===== src/rtl/multiplier_taint_word.sv =====
// Constant-time shift-add unsigned multiplier with word-level taint tracking.
// Latency from an accepted start to a registered product is always NUM_BITS+2 edges.
module multiplier_taint_word #(
    parameter int NUM_BITS = 7
) (
    input  logic                    clk,
    input  logic                    rst,
    input  logic                    start,
    input  logic [NUM_BITS-1:0]     multiplier,
    input  logic [NUM_BITS-1:0]     multiplicand,
    input  logic                    start_t,
    input  logic                    multiplier_t,
    input  logic                    multiplicand_t,
    output logic [2*NUM_BITS-1:0]   product,
    output logic                    product_t,
    output logic                    state_t
);

    localparam int PW = 2 * NUM_BITS;
    localparam int CW = $clog2(NUM_BITS + 1);
    localparam logic [CW-1:0] LAST_STEP = CW'(NUM_BITS - 1);

    typedef enum logic [1:0] {
        IDLE,
        INIT,
        CALC,
        DONE
    } state_e;

    state_e state;
    state_e next_state;

    logic [PW-1:0]        a_reg;
    logic [NUM_BITS-1:0]  b_reg;
    logic [PW-1:0]        acc;
    logic [CW-1:0]        count;
    logic                 op_t;

    logic track_start_t;
    logic load_ops;
    logic clear_acc;
    logic do_step;
    logic write_result;

    always_ff @(posedge clk) begin
        if (rst) begin
            state <= IDLE;
        end else begin
            state <= next_state;
        end
    end

    // CALC exits on the step counter alone, so operand values never steer control flow.
    always_comb begin
        next_state = state;
        case (state)
            IDLE: begin
                if (start) begin
                    next_state = INIT;
                end
            end
            INIT: begin
                next_state = CALC;
            end
            CALC: begin
                if (count == LAST_STEP) begin
                    next_state = DONE;
                end
            end
            DONE: begin
                next_state = IDLE;
            end
            default: begin
                next_state = IDLE;
            end
        endcase
    end

    always_comb begin
        track_start_t = 1'b0;
        load_ops      = 1'b0;
        clear_acc     = 1'b0;
        do_step       = 1'b0;
        write_result  = 1'b0;
        case (state)
            IDLE: begin
                track_start_t = 1'b1;
                load_ops      = start;
            end
            INIT: begin
                clear_acc = 1'b1;
            end
            CALC: begin
                do_step = 1'b1;
            end
            DONE: begin
                write_result = 1'b1;
            end
            default: begin
                track_start_t = 1'b0;
            end
        endcase
    end

    // The branch on start is evaluated in every IDLE cycle, so its taint sticks to the state.
    always_ff @(posedge clk) begin
        if (rst) begin
            a_reg     <= '0;
            b_reg     <= '0;
            acc       <= '0;
            count     <= '0;
            op_t      <= 1'b0;
            state_t   <= 1'b0;
            product   <= '0;
            product_t <= 1'b0;
        end else begin
            if (track_start_t) begin
                state_t <= state_t | start_t;
            end
            if (load_ops) begin
                b_reg <= multiplier;
                a_reg <= {{NUM_BITS{1'b0}}, multiplicand};
                op_t  <= multiplier_t | multiplicand_t;
            end
            if (clear_acc) begin
                acc   <= '0;
                count <= '0;
            end
            if (do_step) begin
                acc   <= acc + (a_reg & {PW{b_reg[0]}});
                a_reg <= a_reg << 1;
                b_reg <= b_reg >> 1;
                count <= count + CW'(1);
            end
            if (write_result) begin
                product   <= acc;
                product_t <= op_t | state_t;
            end
        end
    end

endmodule


===== config.mk =====
export PLATFORM = sky130hd
export DESIGN_NAME = multiplier_taint_word
export DESIGN_NICKNAME = d
export VERILOG_FILES = /design/src/rtl/multiplier_taint_word.sv
export SDC_FILE = /design/constraint.sdc
export NUM_CORES = 1
export LEC_CHECK = 0
export CORE_MARGIN = 1
export CORE_UTILIZATION = 50
export CTS_BUF_LIST = sky130_fd_sc_hd__clkbuf_4 sky130_fd_sc_hd__clkbuf_8
export DETAILED_ROUTE_END_ITERATION = 6
export PLACE_DENSITY = 0.73
export SYNTH_ARGS = -nofsm -noshare
export SYNTH_HDL_FRONTEND = slang
export SYNTH_SLANG_ARGS = --single-unit

===== constraint.sdc =====
create_clock -name clk -period 6.5 [get_ports clk]
set_input_delay 1.3 -clock clk [delete_from_list [all_inputs] [get_ports clk]]
set_output_delay 1.3 -clock clk [all_outputs]
set_load 0.05 [all_outputs]

==> impl_metrics.ini <==
[cells_and_area]
final_net_count = 416
stdcell_area_sq_um = 3430
layout-drive-gt1-share_pct = 6.56
n_antenna_cell = 0
syn2layout_area_growth_pct = 19.8

[detailed_routing]
drt_wl_total_mm = 5.80
wl_per_cell_um = 12.8
firstDrtPassIters = 4
drt-initial-drc-count = 124
vias = 2429
drc_errors = 0
via_per_inst = 5.36
ant_nets = 0

[sta]
drv_slew = 0
worst_pin_slew_ns = 0.984
hold_violations = 0
skew_ns = 0.00938
fmax_mhz = 340
setup_ws_ns = 3.56
rsz0062_at_grt = no
tns_ns = 0
setup_viol = 0
max_slew_margin_pct = 34.4
finalCriticalPeriod_ns = 2.94
fin_crit_sh_pct = 45.2

[hold_path]
hp-start = product[11]
hp-class = reg -> reg
hold_depth = 2
holdPathEnd = product[11]

[floorplanning]
coreArea_sq_um = 5510
die_width_um = 77.7
die_h_um = 77.7
io_pins = 36
initial_core_util_pct = 52.1
die_area_sq_um = 6040
rows = 27

[clock_network]
cts_buffer_depth = 2
clock-sinks = 57
clkTransAtPathRegs_ns = 0.06
hold_buffers = 0
cts_resized = 0
cts_root_buffer = clkbuf_8
post_cts_buffers = 0
cts_tree = done
insertion_delay_ns = 0.33
cts_max_level = 3
cts_buffers = 9

[yosys]
syn_area_sq_um = 2870
ys_seq_elements = 57
synthDistinctLibCells = 39
synth_fp_nets = 386
syn_avg_cell_area_sq_um = 8.29
postSynthCellCount = 346
seq_area_frac_synth_pct = 39.8
ys.warnings.count = 0

[placed_design]
place_ws_ns = 3.22
io_buffers = 35
gp_congestion = 0.841
detailed_place_hpwl_mm = 4.12
placed_area_sq_um = 3240

[power_and_ir_drop]
power_density_nw_per_um2 = 298
p_clk_share_pct = 31.4
ir_drop_mv = 0.203
power.switching_uw = 358
comb_power_share_pct = 28.3
cellLeakagePower_nw = 1.43
power_frac_seq_pct = 40.3
p_int_uw = 665
switching_share_pct = 35.0

[worst_setup_path]
r2r_start = b_reg[0]
crit_type = in -> reg
r2r_slack_ns = 3.78
critPathRequiredTime_ns = 6.68
cp_data_arrival_time_ns = 3.12
path_max_fanout = 22
critPathCaptureType = register
cp-startpoint = start
start_kind = input pin
reg2reg_depth = 10
r2r-end = acc[12]

[global_routing]
grt_pass1_wl_mm = 10.2
grt_usage_pct = 21.6
overflow = 0
grt_max_degree = 54
grt_pass1_vias = 2207
antenna_found_initial = 0

[status]
outcome = finished, final reports clean

[job]
maxCapViolCount = 0
==> Yosys cell counts <==
| cell | count | area [sq um] |
|---|---|---|
| buf_6 | 1 | 11.3 |
| or4b_1 | 1 | 10.0 |
| buf_1 | 2 | 7.51 |
| and3_1 | 8 | 50.1 |
| and3_2 | 1 | 7.51 |
| a21oi_1 | 46 | 230 |
| mux2i_1 | 17 | 170 |
| o2111ai_1 | 1 | 8.76 |
| a21o_2 | 1 | 8.76 |
| o41ai_1 | 1 | 8.76 |
| a22oi_1 | 5 | 37.5 |
| o21ba_2 | 1 | 10.0 |
| a31oi_1 | 2 | 12.5 |
| xor2_1 | 2 | 17.5 |
| nand3_1 | 15 | 75.1 |
| o21ai_0 | 5 | 25.0 |
| a31o_2 | 1 | 8.76 |
| nand4_2 | 1 | 12.5 |
| ha_1 | 19 | 238 |
| fa_1 | 1 | 20.0 |
| a211oi_1 | 2 | 15.0 |
| nand2_1 | 29 | 109 |
| nand3b_1 | 1 | 7.51 |
| and2_1 | 13 | 81.3 |
| o21ai_2 | 1 | 8.76 |
| dfxtp_1 | 57 | 1140 |
| nor2b_1 | 3 | 18.8 |
| clkbuf_1 | 14 | 52.6 |
| nor2_1 | 58 | 218 |
| a21o_1 | 4 | 30.0 |
| o21a_1 | 1 | 7.51 |
| o221ai_2 | 1 | 15.0 |
| a22o_1 | 5 | 43.8 |
| a221oi_1 | 1 | 8.76 |
| xnor2_1 | 7 | 61.3 |
| nor3_1 | 7 | 35.0 |
| clkinv_1 | 1 | 3.75 |
| o211ai_1 | 1 | 7.51 |
| inv_1 | 9 | 33.8 |
==> kinds of logic after synthesis <==
logic type / synth area share, %
AND/OR/NAND/NOR: 21.8
XOR/XNOR: 2.75
AO/OA/AOI/OAI: 17.0
adder cells (fa/ha/maj): 8.99
multiplexers: 5.93
buffers and inverters: 3.80
flip-flops: 39.8
==> worst max path at each step <==
stage / cells past startpoint / endpoint / slack [ns]
floorplan: 4 / acc[13] / 4.24
global placement: 5 / a_reg[13] / 3.28
detailed placement: 5 / a_reg[8] / 3.22
CTS: 5 / a_reg[8] / 3.57
global route: 5 / a_reg[10] / 3.32
finish: 5 / a_reg[13] / 3.56
==> stage by stage <==
stage	total power, mW	hold slack [ns]	util, %	instances
floorplan	0.635	0.449	-	346
global route	1.09	0.511	62.4	453
finish	1.02	0.487	62.4	453
CTS	1.03	0.490	62.4	453
detailed placement	0.708	0.475	58.8	437
global placement	0.699	0.465	58.8	437
==> placed cells by master, fill, tap and decap left out, types with 5 or more instances in the layout <==
cell             instances
nor2_1                  58
dfxtp_1                 57
a21oi_1                 46
clkdlybuf4s50_1         34
nand2_1                 29
ha_1                    19
mux2i_1                 17
nand3_1                 15
and2_1                  13
clkbuf_8                10
inv_1                    9
and3_1                   8
xnor2_1                  7
nor3_1                   7
o21ai_0                  5
a22o_1                   5
a22oi_1                  5
==> worst max-delay path: stages <==
cell	delay, ns
clkdlybuf4s50_1	0.74
nand2_1	0.52
and3_1	0.38
a21oi_1	0.12
nor2_1	0.05
==> cell type report <==
cell class | instances | area, sq um
Inverter | 10 | 37.5
Timing Repair Buffer | 36 | 353
Clock inverter | 6 | 57.6
Clock buffer | 10 | 138
Tap cell | 72 | 90.1
Multi-Input combinational cell | 262 | 1620
Sequential cell | 57 | 1140
Fill cell | 473 | 2070
==> power groups by stage <==
stage	logic [mW]	registers [mW]	clock network (mW)
floorplan	0.216	0.419	0
global placement	0.280	0.418	0
detailed placement	0.288	0.420	0
CTS	0.289	0.412	0.327
global route	0.328	0.416	0.341
finish	0.290	0.412	0.322
==> routing by layer <==
metal / track usage [%] / share of wire (%)
met1: 28.6 / 48
met2: 33.0 / 44
met3: 3.88 / 4.2
met4: 12.3 / 3.0
met5: 0 / 0
No activity file was read; power rests on OpenSTA's default activity.
